--- config.mk ---
export PLATFORM = sky130hd
export DESIGN_NAME = key_matrix_scan
export DESIGN_NICKNAME = d
export VERILOG_FILES = /design/src/rtl/key_matrix_scan_pkg.sv /design/src/rtl/key_matrix_scan_tick.sv /design/src/rtl/key_matrix_scan.sv
export SDC_FILE = /design/constraint.sdc
export NUM_CORES = 1
export LEC_CHECK = 0
export BUFFER_PORTS_ARGS = -buffer_cell sky130_fd_sc_hd__buf_2
export CAP_MARGIN = 5
export CORE_AREA = 2 2 85 87
export CTS_CLUSTER_SIZE = 10
export DETAILED_ROUTE_END_ITERATION = 8
export DIE_AREA = 0 0 87 89
export REMOVE_ABC_BUFFERS = 1
export SETUP_SLACK_MARGIN = 0.15
export SLEW_MARGIN = 20
export SYNTH_ARGS = -nofsm -noshare
export SYNTH_HDL_FRONTEND = slang
export SYNTH_SLANG_ARGS = --single-unit
--- constraint.sdc ---
create_clock -name CLK -period 3.3 [get_ports CLK]
set_input_delay 0.33 -clock CLK [delete_from_list [all_inputs] [get_ports CLK]]
set_output_delay 0.33 -clock CLK [all_outputs]
set_load 0.005 [all_outputs]
--- src/rtl/key_matrix_scan_pkg.sv ---
// Shared definitions for the keypad front end: FSM states, key codes, and the default scan timing.
// The display and arithmetic blocks also use the key-code constants.
package key_matrix_scan_pkg;

   typedef enum logic [2:0] {
      ST_IDLE,
      ST_DEB_P,
      ST_SCAN,
      ST_EMIT,
      ST_DEB_R
   } kms_state_e;

   localparam int unsigned DEFAULT_SCAN_TICK_CYCLES = 24000;  // 1 ms at 24 MHz
   localparam int unsigned DEFAULT_DEBOUNCE_TICKS   = 20;

   localparam logic [3:0] KEY_0 = 4'h0;
   localparam logic [3:0] KEY_1 = 4'h1;
   localparam logic [3:0] KEY_2 = 4'h2;
   localparam logic [3:0] KEY_3 = 4'h3;
   localparam logic [3:0] KEY_4 = 4'h4;
   localparam logic [3:0] KEY_5 = 4'h5;
   localparam logic [3:0] KEY_6 = 4'h6;
   localparam logic [3:0] KEY_7 = 4'h7;
   localparam logic [3:0] KEY_8 = 4'h8;
   localparam logic [3:0] KEY_9 = 4'h9;
   localparam logic [3:0] KEY_A = 4'hA;
   localparam logic [3:0] KEY_B = 4'hB;
   localparam logic [3:0] KEY_C = 4'hC;
   localparam logic [3:0] KEY_D = 4'hD;
   localparam logic [3:0] KEY_E = 4'hE;
   localparam logic [3:0] KEY_F = 4'hF;

   function automatic logic [3:0] key_code(input logic [1:0] row, input logic [1:0] col);
      return {row, col};
   endfunction

endpackage

--- src/rtl/key_matrix_scan_tick.sv ---
// Free-running scan tick: one-cycle pulse every SCAN_TICK_CYCLES clocks.
module key_scan_tick #(
   parameter int unsigned SCAN_TICK_CYCLES = 24000
) (
   input  logic clk,
   input  logic rst_n,
   output logic tick
);

   localparam int unsigned TW = (SCAN_TICK_CYCLES > 1) ? $clog2(SCAN_TICK_CYCLES) : 1;

   logic [TW-1:0] cnt_q, cnt_d;

   always_comb begin
      tick  = (cnt_q == TW'(SCAN_TICK_CYCLES - 1));
      cnt_d = tick ? '0 : cnt_q + TW'(1);
   end

   always_ff @(posedge clk or negedge rst_n) begin
      if (!rst_n) cnt_q <= '0;
      else        cnt_q <= cnt_d;
   end

endmodule

--- src/rtl/key_matrix_scan.sv ---
// 4x4 keypad scanner: row synchronizer, press/release debounce, column scan, and one strobe per press.
// A press is accepted only when exactly one closure is found across all four columns.
module key_matrix_scan
   import key_matrix_scan_pkg::*;
#(
   parameter int unsigned SCAN_TICK_CYCLES = DEFAULT_SCAN_TICK_CYCLES,
   parameter int unsigned DEBOUNCE_TICKS   = DEFAULT_DEBOUNCE_TICKS
) (
   input  logic       CLK,
   input  logic       nRST,
   input  logic [3:0] ROW,
   output logic [3:0] COL,
   output logic [3:0] KEY_Value,
   output logic       Value_en,
   output logic       KEY_Busy
);

   localparam int unsigned DW = $clog2(DEBOUNCE_TICKS + 1);
   localparam logic [DW-1:0] DEB_LAST = DW'(DEBOUNCE_TICKS - 1);

   logic tick;

   key_scan_tick #(
      .SCAN_TICK_CYCLES(SCAN_TICK_CYCLES)
   ) u_tick (
      .clk  (CLK),
      .rst_n(nRST),
      .tick (tick)
   );

   kms_state_e    state_q, state_d;
   logic [3:0]    row_meta_q, row_meta_d;
   logic [3:0]    row_sync_q, row_sync_d;
   logic [DW-1:0] deb_cnt_q, deb_cnt_d;
   logic [1:0]    col_idx_q, col_idx_d;
   logic [1:0]    hit_row_q, hit_row_d;
   logic [1:0]    hit_col_q, hit_col_d;
   logic          found_q, found_d;
   logic          multi_q, multi_d;
   logic [3:0]    key_value_q, key_value_d;

   logic [3:0] row_low;
   logic       any_low;
   logic [2:0] low_cnt;
   logic [1:0] low_row;

   always_comb begin
      row_low = ~row_sync_q;
      any_low = (row_sync_q != 4'hF);
      low_cnt = '0;
      low_row = '0;
      for (int unsigned i = 0; i < 4; i++) begin
         low_cnt = low_cnt + {2'b00, row_low[i]};
         if (row_low[i]) low_row = i[1:0];
      end
   end

   always_comb begin
      row_meta_d  = ROW;
      row_sync_d  = row_meta_q;
      state_d     = state_q;
      deb_cnt_d   = deb_cnt_q;
      col_idx_d   = col_idx_q;
      hit_row_d   = hit_row_q;
      hit_col_d   = hit_col_q;
      found_d     = found_q;
      multi_d     = multi_q;
      key_value_d = key_value_q;

      case (state_q)
         ST_IDLE: begin
            if (tick && any_low) begin
               state_d   = ST_DEB_P;
               deb_cnt_d = DW'(1);
            end
         end
         ST_DEB_P: begin
            if (tick) begin
               if (!any_low) begin
                  state_d = ST_IDLE;
               end else if (deb_cnt_q >= DEB_LAST) begin
                  state_d   = ST_SCAN;
                  col_idx_d = '0;
                  found_d   = 1'b0;
                  multi_d   = 1'b0;
               end else begin
                  deb_cnt_d = deb_cnt_q + DW'(1);
               end
            end
         end
         ST_SCAN: begin
            // The column driven during this tick window is sampled at its closing tick
            if (tick) begin
               if (low_cnt > 3'd1) begin
                  multi_d = 1'b1;
               end else if (low_cnt == 3'd1) begin
                  if (found_q) begin
                     multi_d = 1'b1;
                  end else begin
                     found_d   = 1'b1;
                     hit_row_d = low_row;
                     hit_col_d = col_idx_q;
                  end
               end
               if (col_idx_q == 2'd3) begin
                  if (multi_d) begin
                     state_d   = ST_DEB_R;
                     deb_cnt_d = '0;
                  end else if (found_d) begin
                     state_d     = ST_EMIT;
                     key_value_d = key_code(hit_row_d, hit_col_d);
                  end else begin
                     state_d = ST_IDLE;
                  end
               end else begin
                  col_idx_d = col_idx_q + 2'd1;
               end
            end
         end
         ST_EMIT: begin
            state_d   = ST_DEB_R;
            deb_cnt_d = '0;
         end
         ST_DEB_R: begin
            if (tick) begin
               if (any_low) begin
                  deb_cnt_d = '0;
               end else if (deb_cnt_q >= DEB_LAST) begin
                  state_d   = ST_IDLE;
                  deb_cnt_d = '0;
               end else begin
                  deb_cnt_d = deb_cnt_q + DW'(1);
               end
            end
         end
         default: state_d = ST_IDLE;
      endcase
   end

   always_ff @(posedge CLK or negedge nRST) begin
      if (!nRST) begin
         state_q     <= ST_IDLE;
         row_meta_q  <= 4'b1111;
         row_sync_q  <= 4'b1111;
         deb_cnt_q   <= '0;
         col_idx_q   <= '0;
         hit_row_q   <= '0;
         hit_col_q   <= '0;
         found_q     <= 1'b0;
         multi_q     <= 1'b0;
         key_value_q <= KEY_0;
      end else begin
         state_q     <= state_d;
         row_meta_q  <= row_meta_d;
         row_sync_q  <= row_sync_d;
         deb_cnt_q   <= deb_cnt_d;
         col_idx_q   <= col_idx_d;
         hit_row_q   <= hit_row_d;
         hit_col_q   <= hit_col_d;
         found_q     <= found_d;
         multi_q     <= multi_d;
         key_value_q <= key_value_d;
      end
   end

   always_comb begin
      COL       = (state_q == ST_SCAN) ? ~(4'b0001 << col_idx_q) : 4'b0000;
      KEY_Value = key_value_q;
      Value_en  = (state_q == ST_EMIT);
      KEY_Busy  = (state_q != ST_IDLE);
   end

endmodule

After elaboration in Yosys (flattened, before gate mapping)
Cells that the tools add are included.
{"block": "word_totals", "regBits": 43, "latchBits": 0, "mem_bits_rw": 0, "romBits": 0, "out_inout_bits": 10, "wordCells": 111, "n_memories": 0}
{"block": "classes", "addsub": 6, "multipliers": 0, "div_mod_pow": 0, "n_lt_le_gt_ge": 2, "eq_ne": 21, "shifts": 1, "mux": 56, "bitwise_logic": 3, "n_reduce_logical": 11}
{"op": "$mux 5", "n": 10}
{"op": "$mux 3", "n": 10}
{"op": "$mux 2", "n": 14}
{"op": "$pmux 5 s5", "n": 1}
{"op": "$ne 2x2->1 const B", "n": 12}
{"op": "$add 15x1->15 const B", "n": 1}
{"op": "$eq 15x15->1 const B", "n": 1}
{"op": "$mux 1", "n": 15}
{"op": "$mux 15", "n": 1}
{"op": "$pmux 3 s5", "n": 1}
{"op": "$reduce_and 5->1", "n": 2}
{"op": "$reduce_and 9->1", "n": 1}
{"op": "$not 4->4", "n": 2}
{"op": "$reduce_and 8->1", "n": 1}
{"op": "$eq 3x1->1 const B", "n": 2}
{"op": "$eq 3x2->1 const B", "n": 2}
{"op": "$reduce_and 6->1", "n": 1}
{"op": "$add 5x1->5 const B", "n": 1}
{"op": "$ge 5x5->1 const B", "n": 1}
{"op": "$reduce_bool 5->1", "n": 1}
{"op": "$mux 4", "n": 1}
{"op": "$ne 4x4->1 const B", "n": 1}
{"op": "$pmux 1 s2", "n": 2}
{"op": "$pmux 2 s2", "n": 1}
{"op": "15 further kinds", "n": 15}

Longest topological paths before layout
{"block": "logic_depth", "ltp_word": 14, "ltp_mapped": 12, "mapped_depth_nobuf": 11}

Hierarchy
From an unflattened synthesis, not the netlist that was laid out.
{"block": "unflattened", "cells_unflattened": 225, "area_unflattened_um2": 2292.2}
{"mod": "key_matrix_scan", "instances": 1, "cells_each": 157, "area_per_inst_um2": 1576.5, "seq_area_each_um2": 710.7}
{"mod": "key_scan_tick", "instances": 1, "cells_each": 68, "area_per_inst_um2": 715.7, "seq_area_each_um2": 375.4}

Worst setup path before layout
No wires, ideal clock.
{"block": "synth_timing", "path_type": "register to register", "startpoint": "reg row_sync_q[3]", "endpoint": "reg key_value_q[2], in the netlist KEY_Value[2]", "setup_ps": 123, "arrival_ps": 2766, "t_required_ps": 3177, "slack_ps": 410, "path_stages_with_launch": 13, "n_path_buf": 1, "synth_period_minus_slack_ps": 2890, "path_cell_list": "dfstp_2 -> fa_1 -> inv_1 -> ha_1 -> inv_1 -> ha_1 -> nor3b_2 -> xnor2_1 -> or3_4 -> or3_1 -> buf_6 -> nand2_1 -> o21ai_2"}
{"block": "synth_between", "elab_chain_len": 9, "elab_cells_between_ends": 18, "classes_between": "add/sub (1); order compare (1); eq/ne (1); mux (12); bitwise (2); reduce/logical (1)"}
{"element": "start, declared", "line": "key_matrix_scan.sv:33", "source": "logic [3:0] row_sync_q, row_sync_d;"}
{"element": "start signal, assigned", "line": "key_matrix_scan.sv:155", "source": "row_sync_q <= row_sync_d;"}
{"element": "$not 4->4 *", "line": "key_matrix_scan.sv:48", "source": "row_low = ~row_sync_q;"}
{"element": "parallel branches: the longest is 8 deep, another holds $add 3x1->3"}
{"element": "end signal, assigned", "line": "key_matrix_scan.sv:162", "source": "key_value_q <= key_value_d;"}
{"element": "end, declared", "line": "key_matrix_scan.sv:40", "source": "logic [3:0] key_value_q, key_value_d;"}
Every way passes the cells marked *. The select of a mux whose other input is x is not followed.
A chain may end at the register's enable or synchronous reset.

Worst setup path after layout
{"block": "layout_timing", "startpoint": "reg row_sync_q[3]", "endpoint": "reg deb_cnt_q[1]"}
{"block": "layout_between", "elab_chain_len": 9, "elab_cells_between_ends": 17, "classes_between": "add/sub (1); order compare (1); eq/ne (5); mux (7); bitwise (1); reduce/logical (2)"}
{"element": "parallel branches: the longest is 9 deep, another holds $add 3x1->3"}
{"element": "end signal, assigned", "line": "key_matrix_scan.sv:156", "source": "deb_cnt_q <= deb_cnt_d;"}
{"element": "end, declared", "line": "key_matrix_scan.sv:34", "source": "logic [DW-1:0] deb_cnt_q, deb_cnt_d;"}
Several ways; the timed one is not identified. The select of a mux whose other input is x is not followed.

==> run summary <==
The flow ran to the end, and the final reports show no timing, DRC or antenna violations. The clock tree root buffer cell is sky130_fd_sc_hd__clkbuf_8. The type of origin of the critical path is a flip-flop. The average wire per cell in the routed design is 13.0 um. The endpoint arrival time on the critical path came out at 3.25 ns.

The remaining antenna violation count after routing is 0. The flop and latch count out of synthesis is 43. The total number of H-tree levels is 2. Setup violations remaining at the end of the flow were counted as 0.

In this run the worst hold path is classified as input pin to flip-flop. The category of the worst setup path capture point is a flip-flop. The CTS clock-pin slew for the worst setup and hold paths is 0.08 ns. The number of sinks on the clock net came out at 43.

Headroom to the max-slew limit came out at 39.0%. The required time at the worst-slack endpoint is 3.49 ns. The final hold violation count came out at 0. The chip width is 87 um.

Setup total negative slack on the finished layout was measured at 0 ns. The total power density per cell area came out at 364 nW/um^2. The async set-reset flop share out of synthesis is 100%. In the layout the commonest cells are sky130_fd_sc_hd__dfrtp_1, sky130_fd_sc_hd__nor2_1, sky130_fd_sc_hd__nand2_1, sky130_fd_sc_hd__buf_2, sky130_fd_sc_hd__o21ai_0. The layout overhead on the synthesized area is 11.7%. The highest layer touched by signal routing is met4. The initial cell density of the core is 34.6%. The worst-case clock skew came out at 0.00692 ns. The pin count of the biggest net entering global routing came out at 44. The post-synthesis average cell area came out at 10.0 um^2. The DRC violation total after the first TritonRoute iteration is 101.

In the final design database the tool counted 270 nets. The total routing usage reported by global routing came out at 12.3%. Setup repair after global routing left no endpoint under its margin. Buffers inserted to repair hold after CTS numbered 0.

The startpoint identified for the worst register-to-register timing path is row_sync_q[3]$_DFF_PN1_. The fraction of the yosys area taken by sequential cells came out at 46.8%. The number of warning messages in the yosys log is 0. 16 I/O pins were placed. In this run the vertical extent of the chip is 89 um.

The total power came out at 944 uW. The tightest hold path in the finished design has a slack of 0.125 ns. The startpoint identified for the worst hold timing path is ROW[0]. The utilization after layout came out at 38.6%. The post-placement cell count came out at 324.

The ratio of cells with drive above 1 in the final layout is 21.3%. The highest net fanout along the worst path came out at 6. The number of DRC violations after detailed routing came out at 0.

The count of unique library cells instantiated by Yosys is 49. The finished layout holds 334 standard cells, fillers aside. The highest clock frequency the design can meet came out at 0.326 GHz. The routed wire length came out at 4.34 mm. Port buffering added 15 buffers. The floorplan has 30 rows. After detailed routing, the number of vias per cell comes to 5.08. No sink is reached through more buffers than the 2 on the longest clock path. The number of instances in the synthesized netlist is 232. For the pin with the worst max-slew slack, the measured transition is 0.914 ns. The area of the mapped netlist is 2320 um^2. The count of flip-flops with a built-in enable after synthesis is 0. TritonCTS built the clock tree. IR analysis of the VDD net gives a maximum drop of 139 uV.

The initial antenna violation count came out at 0. The clock period minus final worst setup slack is 3.07 ns. The first-pass GRT wire length came out at 7.50 mm. The most critical setup path has its startpoint at row_sync_q[3]$_DFF_PN1_. The category of the most critical setup path is flip-flop to flip-flop. The later-pin clock latency in the skew report came out at 0.30 ns. The total number of vias came out at 1697.

After detailed routing, the met3 layer carries 147 um of wire. The TritonCTS buffer count is 5. The area of the die came out at 7740 um^2. The area of the core came out at 6720 um^2. For this block, wires on met1 add up to 2.07 mm. The cell leakage power came out at 0.00112 uW.

The number of maximum-capacitance violations is 0. Once detailed placement completed, the half-perimeter wirelength came to 3.08 mm. The max-slew violation total from the final report is 0. The global placement routability congestion is 0.768. The primary flip-flop cell chosen by synthesis mapping is sky130_fd_sc_hd__dfrtp_1. The via count of the first global-routing pass was 1632. The post-route fraction of the period consumed by the critical path came out at 92.9%. The detailed-routing iteration count for the pre-antenna-repair pass came out at 4. 0 antenna diodes ended up in the layout. The leftover overflow at the end of global routing came out at 0. The met2 wire length is 2.06 mm. The filler cells instantiated in the layout total 656. The most common cell after layout, fill and taps aside is sky130_fd_sc_hd__dfrtp_1.
==> final cells by class <==
cell class | instances | area [um^2] | area share, %
sequential | 43 | 1090 | 41.9
clock inverter | 2 | 16.3 | 0.627
clock buffer | 6 | 82.6 | 3.18
timing repair buffer | 20 | 113 | 4.34
tap | 80 | 100 | 3.86
inverter | 13 | 48.8 | 1.88
multi-input combinational | 170 | 1150 | 44.3
==> cell usage after synthesis (4+ instances only) <==
cell type / count / share of area [%]
sky130_fd_sc_hd__a21oi_1: 6 / 1.3
sky130_fd_sc_hd__a31oi_1: 4 / 1.1
sky130_fd_sc_hd__and3_1: 4 / 1.1
sky130_fd_sc_hd__dfrtp_1: 35 / 38
sky130_fd_sc_hd__dfstp_2: 8 / 9.1
sky130_fd_sc_hd__ha_1: 10 / 5.4
sky130_fd_sc_hd__inv_1: 13 / 2.1
sky130_fd_sc_hd__nand2_1: 21 / 3.4
sky130_fd_sc_hd__nand2b_1: 5 / 1.3
sky130_fd_sc_hd__nand3_1: 9 / 1.9
sky130_fd_sc_hd__nor2_1: 27 / 4.4
sky130_fd_sc_hd__o21ai_0: 14 / 3.0
sky130_fd_sc_hd__o21ai_2: 4 / 1.5
sky130_fd_sc_hd__xnor2_1: 10 / 3.8
sky130_fd_sc_hd__xor2_1: 5 / 1.9
==> stage by stage <==
step                      setup WS [ns]  instance area (um^2)
after CTS                         0.244                  2580
final                             0.234                  2590
after global routing             0.0306                  2590
after detailed placement          0.243                  2480
after floorplan                   0.363                  2270
after global placement            0.345                  2480
==> where the power goes <==
part	switching, uW	internal [uW]	total [uW]
clock network	185	171	356
logic	30.1	18.9	49.0
registers	3.50	535	539
==> per-layer routing <==
metal / global-route usage (%) / up-vias
li1: - / 849
met1: 16.0 / 811
met2: 20.3 / 31
met3: 2.86 / 6
met4: 4.26 / 0
met5: 0 / -
==> worst max-delay path: stages (launching register included) <==
cell	delay, ns
sky130_fd_sc_hd__dfstp_2	0.58
sky130_fd_sc_hd__fa_1	0.42
sky130_fd_sc_hd__inv_1	0.07
sky130_fd_sc_hd__ha_1	0.16
sky130_fd_sc_hd__inv_1	0.05
sky130_fd_sc_hd__ha_1	0.28
sky130_fd_sc_hd__nor3b_2	0.23
sky130_fd_sc_hd__buf_4	0.16
sky130_fd_sc_hd__a211oi_1	0.11
sky130_fd_sc_hd__a221oi_2	0.33
sky130_fd_sc_hd__nand3_1	0.23
sky130_fd_sc_hd__buf_4	0.20
sky130_fd_sc_hd__nand2_1	0.06
sky130_fd_sc_hd__o21ai_0	0.08
==> worst paths after layout <==
check	endpoint	slack (ns)	cells past startpoint
max in group asynchronous	u_tick.cnt_q[0]$_DFF_PN0_	2.57	1
min in group asynchronous	KEY_Value[3]$_DFFE_PN0P_	0.15	1
min reg2reg	row_sync_q[3]$_DFF_PN1_	0.36	0
max	deb_cnt_q[1]$_DFFE_PN0P_	0.23	13
min	row_meta_q[0]$_DFF_PN1_	0.13	1
max reg2reg	deb_cnt_q[1]$_DFFE_PN0P_	0.23	13
==> cell families (layout without fill, tap and decap cells) <==
logic type / after synthesis / after routing / share of synthesized area (%)
DFF: 43 / 43 / 46.8
xor gates and xnor gates: 15 / 15 / 5.66
and+or+nand+nor: 96 / 97 / 22.0
buffers and inverters: 20 / 41 / 4.26
muxes: 6 / 6 / 2.75
AOI/OAI and AO/OA: 41 / 41 / 12.3
adders and majority gates: 11 / 11 / 6.25
==> registers in the layout, indices dropped and copies added (netlist names), 2 cells and up <==
register,flops
state_q,3
KEY_Value,4
col_idx_q,2
hit_row_q,2
row_meta_q,4
hit_col_q,2
u_tick.cnt_q,15
deb_cnt_q,5
row_sync_q,4
==> timing repair <==
action / CTS / global route
gates resized for setup: 0 / 1
buffers inserted: 0 / 1
setup endpoints to repair: 0 / 4
Note: power is estimated with default switching activity, not from simulation.
